--- config.mk ---
export PLATFORM = sky130hd
export DESIGN_NAME = display_scan
export DESIGN_NICKNAME = d
export VERILOG_FILES = /design/src/rtl/display_scan_pkg.sv /design/src/rtl/display_scan_tick.sv /design/src/rtl/display_scan.sv
export SDC_FILE = /design/constraint.sdc
export NUM_CORES = 1
export LEC_CHECK = 0
export CAP_MARGIN = 10
export CORE_UTILIZATION = 40
export DETAILED_ROUTE_END_ITERATION = 12
export PLACE_DENSITY = 0.57
export SYNTH_ARGS = -nofsm -noshare
export SYNTH_HDL_FRONTEND = slang
export SYNTH_SLANG_ARGS = --single-unit
--- constraint.sdc ---
create_clock -name clk -period 4.3 [get_ports clk]
set_input_delay 0.86 -clock clk [delete_from_list [all_inputs] [get_ports clk]]
set_output_delay 0.86 -clock clk [all_outputs]
set_load 0.1 [all_outputs]
--- src/rtl/display_scan_pkg.sv ---
// Shared digit geometry, scan FSM encoding and helpers for the display_scan block.
// Optional anti-ghost blanking is enabled with SCAN_GHOST_BLANK_EN.
package display_scan_pkg;

  localparam int NUM_DIGITS = 4;
  localparam int CODE_W     = 4;
  localparam int DISP_W     = NUM_DIGITS * CODE_W;

  localparam logic [NUM_DIGITS-1:0] DIG_N_RST = 4'b1110;

  typedef enum logic {
    SHOW  = 1'b0,
    BLANK = 1'b1
  } scan_state_e;

  function automatic logic [CODE_W-1:0] digit_code(input logic [DISP_W-1:0] v,
                                                   input logic [1:0]        i);
    return v[CODE_W*i +: CODE_W];
  endfunction

  // Counter must hold the larger of the two slot lengths.
  function automatic int cnt_width(input int a, input int b);
    return (a > b) ? $clog2(a) : $clog2(b);
  endfunction

endpackage

--- src/rtl/display_scan_tick.sv ---
// Reloadable down-counter: tc is high while the count sits at zero, and that
// same edge reloads the count with reload_val. Synchronous active-high reset.
module display_scan_tick #(
  parameter int             W       = 16,
  parameter logic [W-1:0]   RST_VAL = '0
) (
  input  logic         clk,
  input  logic         reset,
  input  logic [W-1:0] reload_val,
  output logic         tc
);

  logic [W-1:0] cnt_q;
  logic [W-1:0] cnt_d;

  assign tc = (cnt_q == '0);

  always_comb begin
    cnt_d = cnt_q - W'(1);
    if (tc) begin
      cnt_d = reload_val;
    end
  end

  always_ff @(posedge clk) begin
    if (reset) begin
      cnt_q <= RST_VAL;
    end else begin
      cnt_q <= cnt_d;
    end
  end

endmodule

--- src/rtl/display_scan.sv ---
// Four-digit multiplexed display scanner with frame-aligned double-buffered loads.
// SCAN_GHOST_BLANK_EN inserts an all-off blank slot between digits; code lines lead the enable.
module display_scan
  import display_scan_pkg::*;
#(
  parameter int PRESCALE     = 50000,
  parameter int BLANK_CYCLES = 16
) (
  input  logic                  clk,
  input  logic                  reset,
  input  logic                  load,
  input  logic [DISP_W-1:0]     d,
  output logic                  s3,
  output logic                  s2,
  output logic                  s1,
  output logic                  s0,
  output logic [NUM_DIGITS-1:0] dig_n,
  output logic                  frame_done
);

  localparam int CW = cnt_width(PRESCALE, BLANK_CYCLES);
  localparam logic [CW-1:0] PS_RELOAD = CW'(PRESCALE - 1);
`ifdef SCAN_GHOST_BLANK_EN
  localparam logic [CW-1:0] BL_RELOAD = CW'(BLANK_CYCLES - 1);
`endif

  scan_state_e           state_q, state_d;
  logic [1:0]            idx_q, idx_d;
  logic [DISP_W-1:0]     shadow_q, shadow_d;
  logic [DISP_W-1:0]     disp_q, disp_d;
  logic                  pending_q, pending_d;
  logic [CODE_W-1:0]     s_q, s_d;
  logic [NUM_DIGITS-1:0] dig_n_q, dig_n_d;

  logic          tc;
  logic          adv;
  logic          wrap;
  logic [CW-1:0] reload_val;

  // The reload value is the length of the slot about to start.
  display_scan_tick #(
    .W       (CW),
    .RST_VAL (PS_RELOAD)
  ) u_tick (
    .clk        (clk),
    .reset      (reset),
    .reload_val (reload_val),
    .tc         (tc)
  );

  always_comb begin
    state_d    = state_q;
    reload_val = PS_RELOAD;
    adv        = 1'b0;
    case (state_q)
      SHOW: begin
`ifdef SCAN_GHOST_BLANK_EN
        reload_val = BL_RELOAD;
        if (tc) begin
          state_d = BLANK;
        end
`else
        adv = tc;
`endif
      end
      BLANK: begin
        adv = tc;
        if (tc) begin
          state_d = SHOW;
        end
      end
    endcase
  end

  assign wrap       = adv && (idx_q == 2'(NUM_DIGITS - 1));
  assign frame_done = wrap;

  always_comb begin
    idx_d     = idx_q + {1'b0, adv};
    shadow_d  = shadow_q;
    disp_d    = disp_q;
    pending_d = pending_q;

    // A load landing on the boundary edge bypasses the shadow straight into disp.
    if (load) begin
      shadow_d = d;
      if (wrap) begin
        disp_d    = d;
        pending_d = 1'b0;
      end else begin
        pending_d = 1'b1;
      end
    end else if (wrap && pending_q) begin
      disp_d    = shadow_q;
      pending_d = 1'b0;
    end

    if (state_d == SHOW) begin
      s_d     = digit_code(disp_d, idx_d);
      dig_n_d = ~(NUM_DIGITS'(1) << idx_d);
    end else begin
      s_d     = digit_code(disp_d, idx_d + 2'd1);
      dig_n_d = '1;
    end
  end

  always_ff @(posedge clk) begin
    if (reset) begin
      state_q   <= SHOW;
      idx_q     <= '0;
      shadow_q  <= '0;
      disp_q    <= '0;
      pending_q <= 1'b0;
      s_q       <= '0;
      dig_n_q   <= DIG_N_RST;
    end else begin
      state_q   <= state_d;
      idx_q     <= idx_d;
      shadow_q  <= shadow_d;
      disp_q    <= disp_d;
      pending_q <= pending_d;
      s_q       <= s_d;
      dig_n_q   <= dig_n_d;
    end
  end

  assign {s3, s2, s1, s0} = s_q;
  assign dig_n            = dig_n_q;

endmodule

### Word-level counts from Yosys, hierarchy flattened

Index checks and enable logic that the tools add are counted.

* flip-flop bits (word level): 60
* bits of input ports: 19
* output and inout bits: 9
* logic and storage cells: 33

* add/subtract/negate cells: 3
* equal/unequal tests: 1
* shift-type cells: 3
* mux-type cells: 10
* bitwise gates (word level): 1
* reductions and logical operators: 6

Operator list (count)
* two-way mux 16 bit: 3
* indexed part select 16 x 5 -> 4 bit: 2
* logical NOT 16 bit: 1
* subtractor 16 x 1 -> 16 bit, second input constant: 1
* two-way mux 1 bit: 6
* two-way mux 4 bit: 1
* NOT 4 bit: 1
* OR reduction 2 bit: 2
* << shifter 1 x 2 -> 4 bit, first input constant: 1
* adder 2 x 1 -> 2 bit: 1
* adder 2 x 1 -> 2 bit, second input constant: 1
* == test 2 bit, second input constant: 1
* logical AND 1 bit: 2
* nonzero test 2 bit: 1

### Depth between registers and ports, before layout

Gate-level depths: netlist of the first run.

* depth in word-level cells: 7
* depth in mapped cells: 13
* gate-level depth less buffers: 12

### Modules after synthesis

From an unflattened synthesis of the first run, not the netlist that was laid out.

* cells, all modules: 353
* area total of the unflattened synthesis: 3236.9 µm²

Modules (own cells, without submodules)
* display_scan: times used 1, cells each 243, area an instance 2290.9 µm², seq. area each 880.8 µm²
* display_scan_tick: times used 1, cells each 110, area an instance 945.9 µm², seq. area each 320.3 µm²

### Worst setup path after synthesis of the first run

No wires, ideal clock.

* path kind: register to output
* start point: register u_tick.cnt_q[0]
* end point: output port frame_done
* arrival time: 4.297 ns
* required time: 3.440 ns
* slack: -0.857 ns
* cell stages (with the launch flop): 8
* path buffers: 1
* cells stage by stage: dfxtp_1 inv_1 ha_1 nor3b_1 nand2_1 or2_2 clkbuf_1 nor4_1

* word-level cells in the longest chain between the ends: 2

RTL lines
* from (decl): line display_scan_tick.sv:13 `logic [W-1:0] cnt_q;`
* from (signal assigned): line display_scan_tick.sv:29 `cnt_q <= cnt_d;`
* logical NOT 16 bit: line display_scan_tick.sv:16 `assign tc = (cnt_q == '0);`
* logical AND 1 bit: line display_scan.sv:75 `assign wrap = adv && (idx_q == 2'(NUM_DIGITS - 1));`
* to (decl): line display_scan.sv:18 `output logic frame_done`

No other way between the ends.

### Worst setup path after layout of the first run

Ends and elaborated chain as after synthesis.

==> results.ini, run 1 <==
[place]
io_buffers = 27
dp_hpwl_mm = 4.49
globalplace.congestion = 0.832
place_area_um2 = 3080

[die]
dieArea_um2 = 7250
die_h_um = 85.1
die_w_um = 85.1
rows = 29
core_um2 = 6490
boundaryPins = 28
initial_core_util_pct = 42.6

[logic_synthesis]
synth-simple-area-share_pct = 25.3
synth_compound_area_share_pct = 16.3
syn_avg_cell_area_um2 = 8.67
syn_nets = 340
syn_area_um2 = 2770
netlist_top_cells_count = 60 x dfxtp_1, 36 x nor2_1, 17 x clkbuf_1, 17 x nor2b_1, 16 x mux2i_1
synth_top_cell_by_area = dfxtp_1
synth-xor-area-share_pct = 3.80
synth-edff-count = 0
ys_types = 42
ys_ff_latch = 60
yosysMostFrequentCell = dfxtp_1
synth_top_family_by_area = simple AND/OR/NAND/NOR gates
synth_top_area_share_pct = 43.4
ys.flop_type = dfxtp_1
synth.area.mux_share_pct = 5.79
synth_adder_area_share_pct = 0.905
synth_cells = 319
synth_area_leaders = dfxtp_1 43%, mux2i_1 5.8%, nor2_1 4.9%
yosysSeqAreaShare_pct = 43.4
synth.yosys.warnings = 0
async_reset_ff_share_pct = 0

[status]
status = complete, no violations

[timing]
slew_headroom_pct = 34.7
timing.final.crit_period_ps = 3260
hold_viol_final = 0
rsz0062_at_grt = false
setup_viol = 0
fin_worst_skew_ps = 5.57
setup_tns_ps = 0
worstMarginPinSlew_ps = 977
slew_violations = 0
timing.final.crit_share_pct = 75.9
timing.fmax_ghz = 0.307

[global_route]
antenna_found_initial = 0
grt_max_degree = 32
grt.overflow.total = 0
grt_pass1_wl_mm = 11.5
first_global_vias = 2329
track_usage_pct = 20.6

[setup_path]
criticalPathCategory = register to output port
path_cells = inv_1 -> ha_1 -> nor3b_1 -> nand2_1 -> or2_2 -> nor4_2 -> buf_4
reg2reg_from = u_tick.cnt_q[0]$_SDFF_PP1_
worst_path_largest_cell_delay_ps = 400
cp-start-kind = register
critPathMaxFanout = 6
cp-end-kind = output port
crit_slowest_cell = nor3b_1
crit_start = u_tick.cnt_q[0]$_SDFF_PP1_
crit_buf_inv = 2
cp.arrival_ps = 2400
crit_required_ps = 3440
cpLargestDelayFamily = simple AND/OR/NAND/NOR gates

[clock_network]
htree_levels = 3
postCtsSetupBuffers = 0
clk_pin_slew_ps = 60
numCtsBuffers = 9
cts-resized-gates = 0
clk_path_buf_depth = 2
cts_tree = yes
clock_sinks = 60
cts_root_buf = clkbuf_8
clock_latency_ps = 340
hold_buffers = 0

[drt]
ant_nets = 0
drc = 0
routed_wl_mm = 6.75
drt_iter0_drc = 110
drt-pass1-iter-count = 5
viasPerCell = 5.72
vias = 2402
routedWlPerCell_um = 16.1

[power_and_ir_drop]
power_frac_seq_pct = 51.5
p_comb_share_pct = 6.1
switchingPower_mw = 0.253
ir_worst_vdd_mv = 0.188
power_density_nw_per_um2 = 344
clockPowerShare_pct = 42.4
netSwitchingFraction_pct = 22.5
p_leak_nw = 1.15
p_int_mw = 0.870

[cells_and_area]
fill_cells = 639
multi_input_area_um2 = 1450
drive_above_1_share_pct = 7.87
antenna_cells = 0
area_growth_pct = 18.1
fin_nets = 360
regArea_um2 = 1200
stdcell_area_um2 = 3270

[job]
max_cap_viol_count = 0

[hold_path]
hold_class = register to register
min_from = u_tick.cnt_q[0]$_SDFF_PP1_

[placed cells by master (no fill, tap or decap), types with 2 or more instances in the layout]
| cell | Yosys | routed |
|---|---|---|
| nor3_1 | 15 | 15 |
| a41oi_1 | 3 | 3 |
| o22a_1 | 3 | 3 |
| clkdlybuf4s50_1 | 0 | 26 |
| xnor2_1 | 9 | 9 |
| nor2b_1 | 17 | 17 |
| o22ai_1 | 7 | 7 |
| o211ai_1 | 4 | 4 |
| nand2b_1 | 3 | 3 |
| xor2_1 | 3 | 3 |
| o41ai_1 | 2 | 2 |
| nand2_1 | 14 | 14 |
| mux2i_1 | 16 | 16 |
| nor2_1 | 36 | 36 |
| a211oi_1 | 11 | 11 |
| or3_1 | 11 | 11 |
| or2_2 | 3 | 3 |
| dfxtp_1 | 60 | 60 |
| nor4_2 | 2 | 3 |
| nor4_1 | 8 | 7 |
| nand4_1 | 6 | 6 |
| o21ai_0 | 10 | 10 |
| a32oi_1 | 3 | 3 |
| clkbuf_8 | 0 | 13 |
| ha_1 | 2 | 2 |
| a21oi_1 | 11 | 11 |
| nand3_1 | 9 | 9 |
| buf_4 | 1 | 6 |
| a22oi_1 | 9 | 9 |
| inv_1 | 8 | 8 |
[cell type report]
type,count,share of cell area [%]
Multi-Input combinational cell,228,44.3
Sequential cell,60,36.8
Timing Repair Buffer,32,9.35
Clock buffer,14,5.59
Tap cell,77,2.95
Inverter,8,0.919
Clock inverter,1,0.153
[per-layer routing]
metal	routed length, um	track usage (%)	share of wire, %	up-vias
met5	0	0	0	-
li1	-	-	-	1192
met2	2910	31.7	43	58
met3	303	6.71	4.5	15
met4	134	7.09	2.0	0
met1	3400	27.1	50	1137
[final timing paths]
check / to / slack (ps) / cells past startpoint
max reg2reg: s_q[0]$_SDFF_PP0_ / 1050 / 11
max: frame_done / 1040 / 7
min reg2reg: u_tick.cnt_q[0]$_SDFF_PP1_ / 420 / 1
min: u_tick.cnt_q[0]$_SDFF_PP1_ / 420 / 1
[per-stage QoR]
stage               cells  hold slack (ps)  total power, mW  utilization [%]  setup slack [ps]
floorplan             319              384            0.628                -               310
global placement      405              397            0.658             47.4              1240
detailed placement    405              408            0.659             47.4              1090
CTS                   420              422             1.14             50.3              1010
global route          420              449             1.17             50.3               735
finish                420              420             1.12             50.3              1040
[registers in the layout, summed over array words and instances (netlist names)]
name	cells
pending_q	1
idx_q	2
disp_q	16
u_tick.cnt_q	16
dig_n	4
state_q	1
shadow_q	16
s_q	4
[cell families after synthesis]
kind of cell	Yosys count
AO/OA/AOI/OAI	66
buffers and inverters	31
multiplexers	16
AND/OR/NAND/NOR	132
flip-flops	60
XOR/XNOR	12
adder cells (fa/ha/maj)	2
[power by group through the flow]
stage	clock, mW	combinational [mW]	sequential [mW]
6_report	0.476	0.0680	0.578
5_1_grt	0.516	0.0755	0.580
4_1_cts	0.493	0.0685	0.578
3_5_place_dp	0	0.0681	0.591
3_3_place_gp	0	0.0676	0.590
2_1_floorplan	0	0.0427	0.585
(Power assumes the default switching activity.)
==> run 2: changes to the inputs <==
Clock period 4.3 ns to 3.3 ns, I/O delays scaled along.
==> run 2 against run 1 <==
- final area grew 1.6%
- sequential power grew 30%
- flip-flop and latch count is the same
- critical path depth grew 4
- final cell count grew 1.2%
- sequential share of layout area shrank 0.57 points
- core utilization grew 0.79 points
- register-to-register slack lost 710 ps
- largest cell class unchanged
- highest routed layer unchanged
==> results.ini, run 2 (same netlist as run 1, synthesis figures left out) <==
[status]
status = complete, no violations

[global_route]
track_usage_pct = 20.1
first_global_vias = 2258
antenna_found_initial = 0
grt_max_degree = 32
grt_pass1_wl_mm = 11.3
grt.overflow.total = 0

[setup_path]
crit_start = u_tick.cnt_q[0]$_SDFF_PP1_
crit_end = s_q[0]$_SDFF_PP0_
worstRegToRegCells = 11
crit_required_ps = 3580
reg2reg_from = u_tick.cnt_q[0]$_SDFF_PP1_
cp.arrival_ps = 3240
r2r_end = s_q[0]$_SDFF_PP0_
cp-end-kind = register
cp-start-kind = register
critPathMaxFanout = 7
rrSetupSlack_ps = 340
criticalPathCategory = register to register

[power_and_ir_drop]
p_comb_share_pct = 6.3
power.total_mw = 1.52
switchingPower_mw = 0.342
power_frac_seq_pct = 49.4
ir_worst_vdd_mv = 0.251
clockPowerShare_pct = 44.3
power_density_nw_per_um2 = 457
p_int_mw = 1.17
p_leak_nw = 1.21
netSwitchingFraction_pct = 22.6

[timing]
setup_viol = 0
rsz0062_at_grt = false
timing.final.crit_period_ps = 2960
finalHoldWorstSlack_ps = 414
worstMarginPinSlew_ps = 791
setup_tns_ps = 0
timing.fmax_ghz = 0.338
fin_worst_skew_ps = 8.63
slew_headroom_pct = 47.2
timing.final.crit_share_pct = 89.7
hold_viol_final = 0
slew_violations = 0

[drt]
routed_wl_mm = 6.78
routedWlPerCell_um = 16.0
drt-pass1-iter-count = 4
drt_iter0_drc = 157
drc = 0
ant_nets = 0
viasPerCell = 5.58
vias = 2373

[clock_network]
cts-resized-gates = 0
clock_sinks = 60
clk_path_buf_depth = 2
clk_pin_slew_ps = 70
clock_latency_ps = 330
postCtsSetupBuffers = 0
hold_buffers = 0
htree_levels = 3
cts_tree = yes
cts_root_buf = clkbuf_8
numCtsBuffers = 9

[die]
die_h_um = 85.1
core_um2 = 6490
boundaryPins = 28
dieArea_um2 = 7250
rows = 29
die_w_um = 85.1
initial_core_util_pct = 42.6

[cells_and_area]
reg_top3 = disp_q (16), shadow_q (16), u_tick.cnt_q (16)
area_growth_pct = 20.0
antenna_cells = 0
layout_common_cells = 60 x dfxtp_1, 36 x nor2_1, 18 x clkdlybuf4s50_1, 17 x nor2b_1, 17 x buf_4
final_common_cell = dfxtp_1
drive_above_1_share_pct = 11.8
fin_nets = 364

[hold_path]
hold_class = register to register
min_from = u_tick.cnt_q[0]$_SDFF_PP1_

[job]
max_cap_viol_count = 0

[place]
io_buffers = 27
dp_hpwl_mm = 4.53
globalplace.congestion = 0.839

[run 2: cell type report]
type	instances	area, um^2
Clock buffer	12	155
Clock inverter	4	47.5
Fill cell	607	3180
Inverter	8	30.0
Multi-Input combinational cell	228	1460
Sequential cell	60	1200
Tap cell	77	96.3
Timing Repair Buffer	36	328
[run 2: stage by stage]
step / cell area, um^2 / utilization (%) / instances / setup slack [ps]
detailed placement: 3110 / 47.9 / 409 / 226
global route: 3320 / 51.1 / 425 / 150
global placement: 3110 / 47.9 / 409 / 338
finish: 3320 / 51.1 / 425 / 339
floorplan: 2780 / - / 319 / 140
CTS: 3310 / 51.0 / 425 / 207
[run 2: how the worst min path moves through the flow]
stage	cells past startpoint	slack, ps	to
6_report	1	410	u_tick.cnt_q[0]$_SDFF_PP1_
3_3_place_gp	1	400	u_tick.cnt_q[0]$_SDFF_PP1_
2_1_floorplan	1	380	u_tick.cnt_q[0]$_SDFF_PP1_
4_1_cts	1	420	u_tick.cnt_q[0]$_SDFF_PP1_
5_1_grt	1	450	u_tick.cnt_q[0]$_SDFF_PP1_
3_5_place_dp	1	400	u_tick.cnt_q[0]$_SDFF_PP1_
[run 2: routing by layer]
layer	vias up	global-route usage (%)	wire length [um]
met5	-	0	0
met4	0	5.70	29
met3	2	6.13	298
met2	46	29.8	3110
met1	1118	28.2	3340
li1	1207	-	-
[run 2: worst max-delay path, stage by stage, from the launching register on]
cell and delay [ps]:
dfxtp_1 330, inv_1 60, ha_1 190, nor3b_1 270, nand2_1 100, or2_2 360, nor3_1 210, ha_1 340
or3_1 390, a211oi_2 370, a32oi_1 180, nand3_1 100
[run 2: power by group through the flow]
stage / clock network [mW] / logic (mW) / registers [mW]
floorplan: 0 / 0.0557 / 0.762
global placement: 0 / 0.0948 / 0.764
detailed placement: 0 / 0.0953 / 0.765
CTS: 0.693 / 0.0959 / 0.749
global route: 0.732 / 0.106 / 0.750
finish: 0.671 / 0.0957 / 0.749
==> run 3: changes to the inputs <==
Clock period 3.3 ns to 3.8 ns, I/O delays scaled along.
==> run 3 against run 2 <==
- sequential power shrank 13%
- combinational power shrank 13%
- register-to-register slack gained 190 ps
- global-route usage grew 0.35 points
- final cell count shrank 1.2%
- sequential share of layout area grew 0.36 points
- non-clock buffer count shrank 3
- first-iteration DRC count shrank 20%
- critical endpoint unchanged
- highest routed layer unchanged
==> results.ini, run 3 (same netlist as run 1, synthesis figures left out) <==
[status]
status = complete, no violations

[cells_and_area]
layout_common_cells = 60 x dfxtp_1, 36 x nor2_1, 26 x clkdlybuf4s50_1, 17 x nor2b_1, 16 x mux2i_1
reg_top3 = disp_q (16), shadow_q (16), u_tick.cnt_q (16)
fin_nets = 361
final_common_cell = dfxtp_1
area_growth_pct = 18.8
antenna_cells = 0
stdcell_area_um2 = 3290
post-route-util_pct = 50.6
drive_above_1_share_pct = 7.87

[hold_path]
min_from = u_tick.cnt_q[0]$_SDFF_PP1_
hold_end = u_tick.cnt_q[0]$_SDFF_PP1_
min_path_cells = 1
hold_class = register to register

[drt]
drt-pass1-iter-count = 4
drt-met1-wl_mm = 3.61
wl_met2_mm = 2.92
drc = 0
wl_met3_um = 231
viasPerCell = 5.69
vias = 2391
routed_wl_mm = 6.87
drt_iter0_drc = 126
topRoutingLayerUsed = met4
ant_nets = 0
routedWlPerCell_um = 16.3

[global_route]
grt.overflow.total = 0
track_usage_pct = 20.5
antenna_found_initial = 0
first_global_vias = 2265
grt_max_degree = 25
grt_pass1_wl_mm = 11.5

[die]
initial_core_util_pct = 42.6
rows = 29
die_w_um = 85.1
boundaryPins = 28
core_um2 = 6490
die_h_um = 85.1
dieArea_um2 = 7250

[setup_path]
cp-end-kind = register
rrSetupSlack_ps = 530
criticalPathCategory = register to register
r2r_end = s_q[0]$_SDFF_PP0_
reg2reg_from = u_tick.cnt_q[0]$_SDFF_PP1_
worstRegToRegCells = 11
cp-start-kind = register
crit_required_ps = 4070
critPathMaxFanout = 7
cp.arrival_ps = 3540

[timing]
slew_headroom_pct = 34.8
setup_tns_ps = 0
finalHoldWorstSlack_ps = 413
slew_violations = 0
timing.final.crit_period_ps = 3270
fin_worst_skew_ps = 10.4
hold_viol_final = 0
timing.fmax_ghz = 0.306
setup_viol = 0
rsz0062_at_grt = false
timing.final.crit_share_pct = 86.0
worstMarginPinSlew_ps = 975

[clock_network]
cts-resized-gates = 0
cts_tree = yes
clock_sinks = 60
numCtsBuffers = 9
hold_buffers = 0
cts_root_buf = clkbuf_8
clk_path_buf_depth = 2
clk_pin_slew_ps = 60
clock_latency_ps = 330
postCtsSetupBuffers = 0
htree_levels = 3

[place]
globalplace.congestion = 0.836
io_buffers = 27
dp_hpwl_mm = 4.54
place_area_um2 = 3100

[power_and_ir_drop]
ir_worst_vdd_mv = 0.182
power_density_nw_per_um2 = 396
power.total_mw = 1.30
p_leak_nw = 1.17

[job]
max_cap_viol_count = 0

run 3: worst max path at each step:
| stage | start | cells past startpoint | to | slack [ps] |
|---|---|---|---|---|
| 5_1_grt | u_tick.cnt_q[0]$_SDFF_PP1_ | 11 | s_q[0]$_SDFF_PP0_ | 280 |
| 3_5_place_dp | u_tick.cnt_q[0]$_SDFF_PP1_ | 11 | s_q[0]$_SDFF_PP0_ | 630 |
| 6_report | u_tick.cnt_q[0]$_SDFF_PP1_ | 11 | s_q[0]$_SDFF_PP0_ | 530 |
| 2_1_floorplan | u_tick.cnt_q[0]$_SDFF_PP1_ | 7 | frame_done | 540 |
| 3_3_place_gp | u_tick.cnt_q[0]$_SDFF_PP1_ | 11 | s_q[0]$_SDFF_PP0_ | 700 |
| 4_1_cts | u_tick.cnt_q[0]$_SDFF_PP1_ | 11 | s_q[0]$_SDFF_PP0_ | 590 |
run 3: report_power, final:
part | internal, mW | switching (mW) | leakage [nW]
clock | 0.331 | 0.237 | 0.0983
combinational | 0.0390 | 0.0442 | 0.589
sequential | 0.642 | 0.00776 | 0.488
total | 1.01 | 0.289 | 1.17
run 3: critical path: stages, from the launching register on:
cell,delay [ps]
dfxtp_1,330
inv_1,60
ha_1,180
nor3b_1,390
nand2_1,120
or2_2,370
nor3_1,200
ha_1,340
or3_1,370
a211oi_1,530
a32oi_1,200
nand3_1,110
run 3: area by class of cell:
cell class	count	area, um^2
timing repair buffer	33	313
sequential	60	1200
clock buffer	12	155
inverter	8	30.0
tap	77	96.3
fill	629	3210
clock inverter	2	35.0
multi-input combinational	228	1460
run 3: stage by stage:
| step | setup slack (ps) | instances |
|---|---|---|
| 2_1_floorplan | 540 | 319 |
| 3_3_place_gp | 701 | 406 |
| 3_5_place_dp | 628 | 406 |
| 4_1_cts | 593 | 420 |
| 5_1_grt | 284 | 420 |
| 6_report | 532 | 420 |
run 3: routing by layer:
| metal | vias up | track usage (%) |
|---|---|---|
| li1 | 1196 | - |
| met1 | 1137 | 28.8 |
| met2 | 48 | 30.9 |
| met3 | 10 | 3.31 |
| met4 | 0 | 8.94 |
| met5 | - | 0 |
